[src/rtl/button_event_pkg.sv]
// ---------------------------------------------------------------------------
// button_event_pkg : state encoding and default timing for button_event
// Rev 1.0
// ---------------------------------------------------------------------------
`default_nettype none

package button_event_pkg;

  typedef enum logic [1:0] {
    ST_IDLE    = 2'd0,
    ST_PRESSED = 2'd1,
    ST_LONG    = 2'd2
  } state_t;

  localparam int DEF_HOLD_CYCLES   = 100_000_000;
  localparam int DEF_REPEAT_CYCLES = 25_000_000;
  localparam int DEF_CNT_W         = 32;

endpackage

`default_nettype wire

[src/rtl/button_event_sync_2ff.sv]
// ---------------------------------------------------------------------------
// sync_2ff : two-flop synchronizer for one asynchronous level input
// Rev 1.0
// ---------------------------------------------------------------------------
`default_nettype none

module sync_2ff (
  input  logic clk,
  input  logic rst_n,
  input  logic d_i,
  output logic q_o
);

  logic meta_q;
  logic sync_q;

  always_ff @(posedge clk or negedge rst_n) begin
    if (!rst_n) begin
      meta_q <= 1'b0;
      sync_q <= 1'b0;
    end else begin
      meta_q <= d_i;
      sync_q <= meta_q;
    end
  end

  assign q_o = sync_q;

endmodule

`default_nettype wire

[src/rtl/button_event.sv]
// ---------------------------------------------------------------------------
// button_event : debounced level -> press/release/short/long/repeat pulses
// Rev 1.0
// ---------------------------------------------------------------------------
`default_nettype none

module button_event
  import button_event_pkg::*;
#(
  parameter int HOLD_CYCLES   = DEF_HOLD_CYCLES,
  parameter int REPEAT_CYCLES = DEF_REPEAT_CYCLES,
  parameter int CNT_W         = DEF_CNT_W
) (
  input  logic clk,
  input  logic rst_n,
  input  logic btn_level,
  output logic press_pulse,
  output logic release_pulse,
  output logic short_pulse,
  output logic long_pulse,
  output logic repeat_pulse,
  output logic pressed,
  output logic long_held
);

  localparam logic [CNT_W-1:0] C_HOLD_LAST   = CNT_W'(HOLD_CYCLES - 1);
  localparam logic [CNT_W-1:0] C_REPEAT_LAST =
    CNT_W'((REPEAT_CYCLES == 0) ? 0 : REPEAT_CYCLES - 1);
  localparam bit               C_REPEAT_EN   = (REPEAT_CYCLES != 0);

  logic             btn_s;
  state_t           state_q;
  logic [CNT_W-1:0] cnt_q;
  logic             press_q;
  logic             release_q;
  logic             short_q;
  logic             long_q;
  logic             repeat_q;
  logic             pressed_q;
  logic             long_held_q;

  sync_2ff u_sync (
    .clk   (clk),
    .rst_n (rst_n),
    .d_i   (btn_level),
    .q_o   (btn_s)
  );

  // Release is tested first in every state so it always wins over long/repeat.
  always_ff @(posedge clk or negedge rst_n) begin
    if (!rst_n) begin
      state_q     <= ST_IDLE;
      cnt_q       <= '0;
      press_q     <= 1'b0;
      release_q   <= 1'b0;
      short_q     <= 1'b0;
      long_q      <= 1'b0;
      repeat_q    <= 1'b0;
      pressed_q   <= 1'b0;
      long_held_q <= 1'b0;
    end else begin
      press_q     <= 1'b0;
      release_q   <= 1'b0;
      short_q     <= 1'b0;
      long_q      <= 1'b0;
      repeat_q    <= 1'b0;
      pressed_q   <= (state_q != ST_IDLE);
      long_held_q <= (state_q == ST_LONG);
      case (state_q)
        ST_IDLE: begin
          cnt_q <= '0;
          if (btn_s) begin
            state_q <= ST_PRESSED;
            press_q <= 1'b1;
          end
        end
        ST_PRESSED: begin
          if (!btn_s) begin
            state_q   <= ST_IDLE;
            release_q <= 1'b1;
            short_q   <= 1'b1;
            cnt_q     <= '0;
          end else if (cnt_q == C_HOLD_LAST) begin
            state_q <= ST_LONG;
            long_q  <= 1'b1;
            cnt_q   <= '0;
          end else begin
            cnt_q <= cnt_q + 1'b1;
          end
        end
        ST_LONG: begin
          if (!btn_s) begin
            state_q   <= ST_IDLE;
            release_q <= 1'b1;
            cnt_q     <= '0;
          end else if (C_REPEAT_EN && (cnt_q == C_REPEAT_LAST)) begin
            repeat_q <= 1'b1;
            cnt_q    <= '0;
          end else if (C_REPEAT_EN) begin
            cnt_q <= cnt_q + 1'b1;
          end
        end
        default: begin
          state_q <= ST_IDLE;
          cnt_q   <= '0;
        end
      endcase
    end
  end

  assign press_pulse   = press_q;
  assign release_pulse = release_q;
  assign short_pulse   = short_q;
  assign long_pulse    = long_q;
  assign repeat_pulse  = repeat_q;
  assign pressed       = pressed_q;
  assign long_held     = long_held_q;

endmodule

`default_nettype wire

[config.mk]
export PLATFORM = sky130hd
export DESIGN_NAME = button_event
export DESIGN_NICKNAME = d
export VERILOG_FILES = /design/src/rtl/button_event_pkg.sv /design/src/rtl/button_event_sync_2ff.sv /design/src/rtl/button_event.sv
export SDC_FILE = /design/constraint.sdc
export NUM_CORES = 1
export LEC_CHECK = 0
export ABC_AREA = 1
export BUFFER_PORTS_ARGS = -buffer_cell sky130_fd_sc_hd__buf_2
export CAP_MARGIN = 15
export CORE_UTILIZATION = 65
export DETAILED_ROUTE_END_ITERATION = 10
export PLACE_DENSITY = 0.84
export SETUP_SLACK_MARGIN = 0.2
export SYNTH_ARGS = -nofsm -noshare
export SYNTH_HDL_FRONTEND = slang
export SYNTH_SLANG_ARGS = --single-unit
[constraint.sdc]
create_clock -name clk -period 2.46 [get_ports clk]
set_input_delay 0.738 -clock clk [delete_from_list [all_inputs] [get_ports clk]]
set_output_delay 0.738 -clock clk [all_outputs]
set_load 0.005 [all_outputs]
**Yosys cells after proc, flatten, opt, wreduce, memory -nomap -nowiden**

Cells that the tools add are included.

- Logic and storage cells: 44
- Input port bits: 3
- Output and inout bits: 7
- Latch bits: 0
- Memory bits (writable): 0
- Bits in read-only memories: 0
- Flip-flop bits (word level): 43
- Memories kept: 0

- $lt $le $gt $ge: 0
- Mux-type cells: 21
- Shift-type cells: 0
- Bitwise logic cells: 0
- $add $sub $neg: 1
- Equal/unequal tests: 7
- Reductions and logical operators: 4
- Divide/modulo/power cells: 0
- $mul: 0

Operators with widths:

| cell | number |
|---|---|
| $mux W32 | 4 |
| $pmux W32 S2 | 1 |
| $add A32 B1 Y32 const B | 1 |
| $eq A32 B25 Y1 const B | 1 |
| $eq A32 B27 Y1 const B | 1 |
| $mux W1 | 11 |
| $mux W2 | 4 |
| $pmux W2 S3 | 1 |
| $ne A3 B3 Y1 const B | 1 |
| $reduce_and A3 Y1 | 1 |
| $eq A2 B1 Y1 const B | 1 |
| $eq A2 B2 Y1 const B | 1 |
| $logic_not A2 Y1 | 1 |
| $ne A2 B1 Y1 const B | 1 |
| $ne A2 B2 Y1 const B | 1 |
| $reduce_bool A2 Y1 | 1 |
| $reduce_or A2 Y1 | 1 |

**Longest topological paths before layout**

Gate-level depths: netlist (run 1).

- Word-level depth: 4
- Gate-level depth with buffers: 11
- Depth with buffers taken out: 10

**Cells and area by module**

A second synthesis (run 1) with hierarchy kept.

- Cells, all modules: 338
- Area total of the unflattened synthesis: 2462.4 sq um

By module, submodules not included:

| module | area each (sq um) | sequential area each (sq um) | cells an instance | times used |
|---|---|---|---|---|
| button_event | 2412.3 | 1026.0 | 336 | 1 |
| sync_2ff | 50.0 | 50.0 | 2 | 1 |

**Least setup slack after synthesis (run 1)**

No wires, ideal clock.

- Kind: register to register
- Start point: register cnt_q[0]
- End point: register cnt_q[0]
- Period minus slack after synthesis: 1545 ps
- Required time: 2339 ps
- Setup time: 121 ps
- Path buffers: 1
- Arrival time: 1424 ps
- Stages on the path, launching flop included: 12
- Setup slack: 915 ps
- Cells stage by stage: dfrtp_1 ha_1 nand2_1 nor2_2 nand2_2 nor2_1 nand2_1 nand2_2 nand2_2 nand2_4 buf_6 nor2_1

- Word-level cells in the longest chain between the ends: 4
- Elaborated cells between the ends (all ways): 8
- Classes of those cells: 1 x add/sub; 2 x eq/ne; 5 x mux

Ends and longest elaborated chain:

| item | RTL line | RTL |
|---|---|---|
| start: declaration | button_event.sv:33 | `logic [CNT_W-1:0] cnt_q;` |
| start signal: assignment | button_event.sv:88 | `cnt_q <= cnt_q + 1'b1;` |
| start signal: assignment | button_event.sv:100 | `cnt_q <= cnt_q + 1'b1;` |
| $add A32 B1 Y32, or another cell as far along | button_event.sv:88, button_event.sv:100 |  |
| $mux W32, on equally long branches | button_event.sv:96, button_event.sv:83 |  |
| $mux W32, on equally long branches | button_event.sv:92, button_event.sv:78 |  |
| $pmux W32 S2 * | button_event.sv:69 | `case (state_q)` |

Mark *: on every way between the ends. The rest lies on a longest branch, timed or not.
A chain may end at the register's enable or synchronous reset.

**Final worst setup path (run 1)**

- Start point: register cnt_q[0]
- End point: register cnt_q[20]

The elaborated chain is that of the path after synthesis.

==> results of run 1 <==
==> final cells by class <==
class,count,area [um^2],share of cell area (%)
sequential,43,1076,40.82
tap,46,57.56,2.183
clock buffer,5,68.82,2.610
inverter,40,150.1,5.695
timing repair buffer,11,60.06,2.278
multi-input combinational,253,1156,43.85
clock inverter,3,67.56,2.563
==> critical path: cells and delay by family, from the launching register on <==
kind	cells	cell delay [ps]
flops	1	410
simple gates	9	1170
fa+ha+maj	1	210
==> per-layer routing <==
| metal | vias up | part of all wire (%) | GRT usage, % |
|---|---|---|---|
| li1 | 1050 | - | - |
| met1 | 945 | 43 | 39.23 |
| met3 | 11 | 5.8 | 7.847 |
| met2 | 46 | 49 | 50.94 |
| met4 | 0 | 2.0 | 10.47 |
| met5 | - | 0 | 0 |
==> cells by family (layout without fill, tap and decap cells) <==
| family | after synthesis | after routing | synth area share [%] |
|---|---|---|---|
| adder cells (fa/ha/maj) | 5 | 5 | 2.589 |
| AND/OR/NAND/NOR | 227 | 227 | 37.86 |
| buffers and inverters | 43 | 59 | 7.612 |
| XOR/XNOR | 19 | 19 | 6.888 |
| AO/OA/AOI/OAI | 2 | 2 | 0.5178 |
| flip-flops | 43 | 43 | 44.54 |
==> flip-flops by register name, indices dropped and copies added (netlist names) <==
| signal | flops |
|---|---|
| long_held | 1 |
| state_q | 2 |
| u_sync.meta_q | 1 |
| cnt_q | 32 |
| repeat_pulse | 1 |
| press_pulse | 1 |
| pressed | 1 |
| short_pulse | 1 |
| u_sync.q_o | 1 |
| long_pulse | 1 |
| release_pulse | 1 |
==> cells in the final DEF (no fill, tap or decap) <==
| master | synthesis | layout |
|---|---|---|
| ha_1 | 5 | 5 |
| nand4_1 | 5 | 5 |
| nand2_2 | 3 | 3 |
| xnor2_1 | 5 | 5 |
| nor2_1 | 91 | 91 |
| xor2_1 | 14 | 14 |
| nand2_1 | 104 | 104 |
| inv_1 | 40 | 40 |
| nor2_2 | 2 | 2 |
| nand2_4 | 1 | 1 |
| o21bai_1 | 1 | 1 |
| buf_2 | 0 | 9 |
| and3_2 | 1 | 1 |
| bufinv_16 | 0 | 2 |
| a21oi_1 | 1 | 1 |
| clkinvlp_4 | 0 | 1 |
| dfrtp_1 | 43 | 43 |
| nor3_1 | 6 | 6 |
| nand3_1 | 13 | 13 |
| clkbuf_8 | 0 | 5 |
| and3_1 | 1 | 1 |
| buf_4 | 0 | 2 |
==> path summary, 6_finish.rpt <==
kind / cells after the start / from / to / slack (ps)
worst max-delay path: 10 / cnt_q[0] / cnt_q[20] / 530
worst min-delay path: 1 / rst_n / cnt_q[20] / 330
worst max register to register: 10 / cnt_q[0] / cnt_q[20] / 530
worst min register to register: 0 / u_sync.meta_q / u_sync.q_o / 370
max in group asynchronous: 2 / rst_n / cnt_q[5] / 1590
min in group clk: 0 / u_sync.meta_q / u_sync.q_o / 370
==> report_power, final <==
| part | switching (mW) | internal [mW] | total, mW |
|---|---|---|---|
| Sequential | 0.0182 | 0.743 | 0.761 |
| Clock | 0.253 | 0.405 | 0.658 |
| Combinational | 0.127 | 0.0612 | 0.188 |
| Total | 0.398 | 1.21 | 1.61 |
==> flow_summary_export.csv, run 1 <==
group,metric,value,unit
status,status,"finished, final reports clean",
setup_path,crit_path_end_kind,"flip-flop",
floorplan,die_w,62.97,um
setup_path,cpMostUsedCell,"nand2_2",
yosys,mappedNetlistArea,2416,um^2
setup_path,critPathKind,"flip-flop to flip-flop",
placement,pre_cts_slack,567.2,ps
power,total_power,1.607,mW
yosys,synth_top_cell_by_area,"dfrtp_1",
sta,maxSlewViolCount,0,
global_route,track_usage,30.88,%
sta,period_minus_slack,1932,ps
global_route,grt_max_degree,33,
global_route,gr-total-overflow,0,
finish,utilization,76.59,%
power,p_leak,1.182,nW
floorplan,fp-row-count,21,
sta,setup_tns,0,ps
finish,nNetsFinal,362,
sta,hold_ws,334.1,ps
clock_tree,cts.clk_slew.worst_paths,90,ps
placement,gp_congestion,0.9264,
sta,finClkSkew,6.820,ps
yosys,synthArstFlopShare,100.0,%
sta,fin_ws,528.5,ps
hold_path,hold_class,"primary input to asynchronous set/reset pin",
yosys,syn_inst,339,
yosys,synthDistinctLibCells,18,
routing,num_vias,2052,
finish,area_growth,9.115,%
finish,fin_cells,401,
yosys,synth_edf_count,0,
clock_tree,cts_buffers,5,
routing,drt-total-wl,5255,um
yosys,yosys-top-cells-area,"dfrtp_1 45%, nand2_1 16%, nor2_1 14%",
run,drv_cap,0,
setup_path,path_cells,"ha_1 -> nand2_1 -> nor2_2 -> nand2_2 -> nor2_1 -> nand2_1 -> nand2_2 -> nand2_2 -> nand2_4 -> nor2_1",
routing,drt.antenna.violating_nets,0,
global_route,grt_pass1_vias,2030,
sta,finalSetupViolCount,0,
floorplan,die_area,3965,um^2
clock_tree,insertion_delay,300,ps
sta,slew_headroom,62.06,%
clock_tree,post_cts_buffers,0,
sta,fin_crit_sh,78.52,%
placement,dp.cells,393,
yosys,ys_seq_area_share,44.54,%
clock_tree,post_cts_resize_count,0,
routing,routed_via_density,5.117,
floorplan,pin_count,10,
sta,worst_pin_slew,567.0,ps
placement,place_area,2500,um^2
routing,wl_per_cell,13.10,um
yosys,synth_top_area_share,44.54,%
clock_tree,tritoncts,"yes",
clock_tree,hold_buffers,0,
clock_tree,root_buffer,"clkbuf_8",
setup_path,worstPathRequired,2640,ps
finish,drive_gt1_share,7.324,%
finish,fillerInstances,284,
clock_tree,clock-sinks,43,
setup_path,crit_path_start_kind,"flip-flop",
floorplan,core_region_area,3442,um^2
setup_path,critPathArrivalTime,2110,ps
routing,drc,0,
sta,max_clock_freq,0.5177,GHz
yosys,yosysWarnings,0,
placement,hpwl,3988,um
yosys,synth_most_common_cell,"nand2_1",
sta,hold_violations,0,
floorplan,die_h,62.97,um
finish,antennaDiodeCount,0,
yosys,synth_ff_type,"dfrtp_1",
setup_path,critical_path.max_fanout,32,
routing,drt-initial-drc-count,143,
routing,drtPass1Iterations,4,
setup_path,critPathMaxStageDelay,410,ps
global_route,antenna_found_initial,0,
clock_tree,htree_levels,2,
power,powerDensity,609.6,nW/um^2
global_route,grt_pass1_wl,9273,um
yosys,yosys-top-cells-count,"104 x nand2_1, 91 x nor2_1, 43 x dfrtp_1",
setup_path,slowest_stage,"dfrtp_1",
finish,design_area,2636,um^2
power,vdd_drop_max,0.5391,mV
placement,io_buffers,9,
yosys,synth_nets,347,
yosys,post_synth.cell_area_avg,7.127,um^2
sta,rsz0062_at_grt,"false",
floorplan,start_util,70.19,%
yosys,ys_ff_latch,43,
clock_tree,clock_path_buffers,2,
No activity file was read; power rests on OpenSTA's default activity.
==> run 2, diff against run 1 <==
--- a/config.mk
+++ b/config.mk
@@ -5,12 +5,12 @@
 export SDC_FILE = /design/constraint.sdc
 export NUM_CORES = 1
 export LEC_CHECK = 0
-export ABC_AREA = 1
+export ABC_AREA = 0
 export BUFFER_PORTS_ARGS = -buffer_cell sky130_fd_sc_hd__buf_2
 export CAP_MARGIN = 15
-export CORE_UTILIZATION = 65
+export CORE_UTILIZATION = 60
 export DETAILED_ROUTE_END_ITERATION = 10
-export PLACE_DENSITY = 0.84
+export PLACE_DENSITY = 0.79
 export SETUP_SLACK_MARGIN = 0.2
 export SYNTH_ARGS = -nofsm -noshare
 export SYNTH_HDL_FRONTEND = slang
==> constraint.sdc (replaced) <==
create_clock -name clk -period 1.9 [get_ports clk]
set_input_delay 0.57 -clock clk [delete_from_list [all_inputs] [get_ports clk]]
set_output_delay 0.57 -clock clk [all_outputs]
set_load 0.005 [all_outputs]
==> run 2 against run 1 <==
  * The run now ends with negative setup slack left
  * Sequential share of layout area is 0.44 points lower
  * Flip-flop and latch count did not move
  * Register-to-register slack worse by 670 ps
  * Sequential power is 31% higher
  * Critical path depth fell by 3
  * Worst setup slack worse by 670 ps
  * Design area grew 1.1%
  * Highest routed layer unchanged
==> flow_summary_export.csv, run 2 <==
group,metric,value,unit
status,status,"finished with violations",
status,violations,"negative setup slack",
yosys,yosysWarnings,0,
setup_path,worstPathRequired,2140,ps
yosys,synth_edf_count,0,
setup_path,path_cells,"nor4_1 -> and3_2 -> a21oi_1 -> o31ai_4 -> buf_6 -> buf_12 -> a21oi_2",
global_route,gr-total-overflow,0,
yosys,yosys-top-cells-count,"43 x dfrtp_1, 37 x nor2_1, 16 x xor2_1",
routing,num_vias,1837,
sta,finClkSkew,17.15,ps
clock_tree,tritoncts,"yes",
yosys,post_synth.cell_area_avg,9.935,um^2
global_route,antenna_found_initial,0,
power,clkPwrFrac,24.4,%
setup_path,critical_path.max_fanout,8,
finish,nNetsFinal,257,
floorplan,die_w,62.08,um
setup_path,worst_r2r_path_depth,7,
sta,maxSlewViolCount,0,
power,p_leak,1.130,nW
sta,fin_crit_sh,107.6,%
global_route,grt_pass1_wl,8038,um
sta,worst_pin_slew,540.4,ps
sta,fin_ws,-145.0,ps
yosys,synth_most_common_cell,"dfrtp_1",
finish,largest_reg_flops,32,
power,powerDensity,797.5,nW/um^2
sta,max_clock_freq,0.4890,GHz
hold_path,hold_class,"primary input to asynchronous set/reset pin",
placement,dp.cells,282,
power,p_switching,651.7,uW
yosys,synth_nets,226,
clock_tree,cts.clk_slew.worst_paths,130,ps
routing,wl_per_cell,18.79,um
power,pwr-share-comb,28.7,%
clock_tree,insertion_delay,370,ps
floorplan,die_area,3854,um^2
routing,drtPass1Iterations,4,
clock_tree,cts_buffers,5,
yosys,ys_seq_area_share,49.68,%
setup_path,critPathMaxStageDelay,450,ps
floorplan,start_util,63.90,%
yosys,synth_top_cell_by_area,"dfrtp_1",
finish,area_growth,23.05,%
finish,max_flop_register,"cnt_q",
finish,final_common_cell,"dfrtp_1",
run,drv_cap,0,
sta,rsz0062_at_grt,"true",
sta,period_minus_slack,2045,ps
global_route,grt_max_degree,44,
routing,routed_via_density,6.206,
yosys,mappedNetlistArea,2166,um^2
clock_tree,root_buffer,"clkbuf_4",
setup_path,rrSetupSlack,-140,ps
global_route,track_usage,29.88,%
clock_tree,clock-sinks,43,
setup_path,r2r_start,"cnt_q[28]",
routing,drt-total-wl,5561,um
placement,gp_congestion,0.8223,
finish,antennaDiodeCount,0,
global_route,grt_pass1_vias,1732,
floorplan,core_region_area,3390,um^2
sta,setup_tns,-3625,ps
yosys,synth_ff_type,"dfrtp_1",
routing,drt-initial-drc-count,121,
floorplan,fp-row-count,21,
yosys,synthArstFlopShare,100.0,%
clock_tree,hold_buffers,0,
routing,drt.antenna.violating_nets,0,
yosys,ys_ff_latch,43,
setup_path,slowest_stage,"dfrtp_1",
finish,drive_gt1_share,24.40,%
floorplan,die_h,62.08,um
yosys,synthDistinctLibCells,34,
power,vdd_drop_max,0.5301,mV
power,p_seq_share,46.9,%
sta,finalSetupViolCount,32,
finish,fin_cells,296,
placement,pre_cts_slack,-127.3,ps
placement,io_buffers,9,
setup_path,critPathKind,"flip-flop to flip-flop",
sta,slew_headroom,63.98,%
floorplan,pin_count,10,
yosys,syn_inst,218,
clock_tree,clock_path_buffers,2,
power,total_power,2.125,mW
clock_tree,htree_levels,2,
finish,top_regs,"cnt_q: 32 flops, state_q: 2 flops",
finish,final_cell_mix,"43 x dfrtp_1, 28 x nor2_1, 18 x buf_4",
sta,hold_ws,252.3,ps
setup_path,crit_path_start_kind,"flip-flop",
sta,hold_violations,0,
setup_path,critPathArrivalTime,2280,ps
power,internal_power,1.474,mW
routing,drc,0,
placement,hpwl,3203,um
setup_path,rr_endpoint,"cnt_q[26]",
power,switching_share,30.66,%
setup_path,crit_path_end_kind,"flip-flop",
yosys,synth_top_area_share,49.68,%
yosys,yosys-top-cells-area,"dfrtp_1 50%, xor2_1 6.5%, nor2_1 6.4%",
[run 2: how the worst max path moves through the flow]
stage | slack, ps | endpoint | start
after floorplan | -80 | cnt_q[8] | cnt_q[12]
after global placement | -70 | cnt_q[30] | cnt_q[0]
after detailed placement | -130 | cnt_q[28] | cnt_q[1]
after CTS | -110 | cnt_q[31] | cnt_q[19]
after global routing | -210 | cnt_q[26] | cnt_q[28]
final | -140 | cnt_q[26] | cnt_q[28]
[run 2: power by group through the flow]
stage	logic, mW	registers, mW	clock network [mW]
after floorplan	0.242	1.01	0
after global placement	0.335	1.01	0
after detailed placement	0.351	1.01	0
after CTS	0.445	0.994	0.517
after global routing	0.650	1.01	0.565
final	0.610	0.997	0.518
[run 2: metal layers]
metal  routed length, um  GRT usage (%)
met5                   0              0
met4                 294          13.97
met3                 402          9.110
met2                2832          49.39
met1                2032          35.60
[run 2: cells by family after synthesis]
| kind of cell | after synthesis | share of synthesized area [%] |
|---|---|---|
| buffers and inverters | 19 | 4.390 |
| AOI/OAI and AO/OA | 12 | 4.448 |
| xor gates and xnor gates | 29 | 11.73 |
| and+or+nand+nor | 110 | 26.86 |
| DFF | 43 | 49.68 |
| adders and majority gates | 5 | 2.889 |
[run 2: timing repair]
action                     CTS  global route
setup buffers                3             0
pin swaps                    3            13
cloned                       1             2
setup endpoints to repair   35            36
resized for setup            6            25
[run 2: critical path: cells and delay by family, from the launching register on]
family                 cells  cell delay (ps)
buffers and inverters      2              320
flip-flops                 1              450
AND/OR/NAND/NOR            2              720
AO/OA/AOI/OAI              3              430
[run 2: area by class of cell]
| type | count | area [um^2] |
|---|---|---|
| clock buffers | 8 | 68.82 |
| repair buffers | 33 | 300.3 |
| multi-input cells | 156 | 1125 |
| inverters | 10 | 37.54 |
| fillers | 204 | 724.4 |
| flip-flops and latches | 43 | 1076 |
| well taps | 46 | 57.56 |
[run 2: through the flow]
stage	util, %	cell area, um^2
3_5_place_dp	69.58	2359
3_3_place_gp	69.58	2359
4_1_cts	73.83	2502
2_1_floorplan	-	2166
6_report	78.63	2665
5_1_grt	78.63	2665
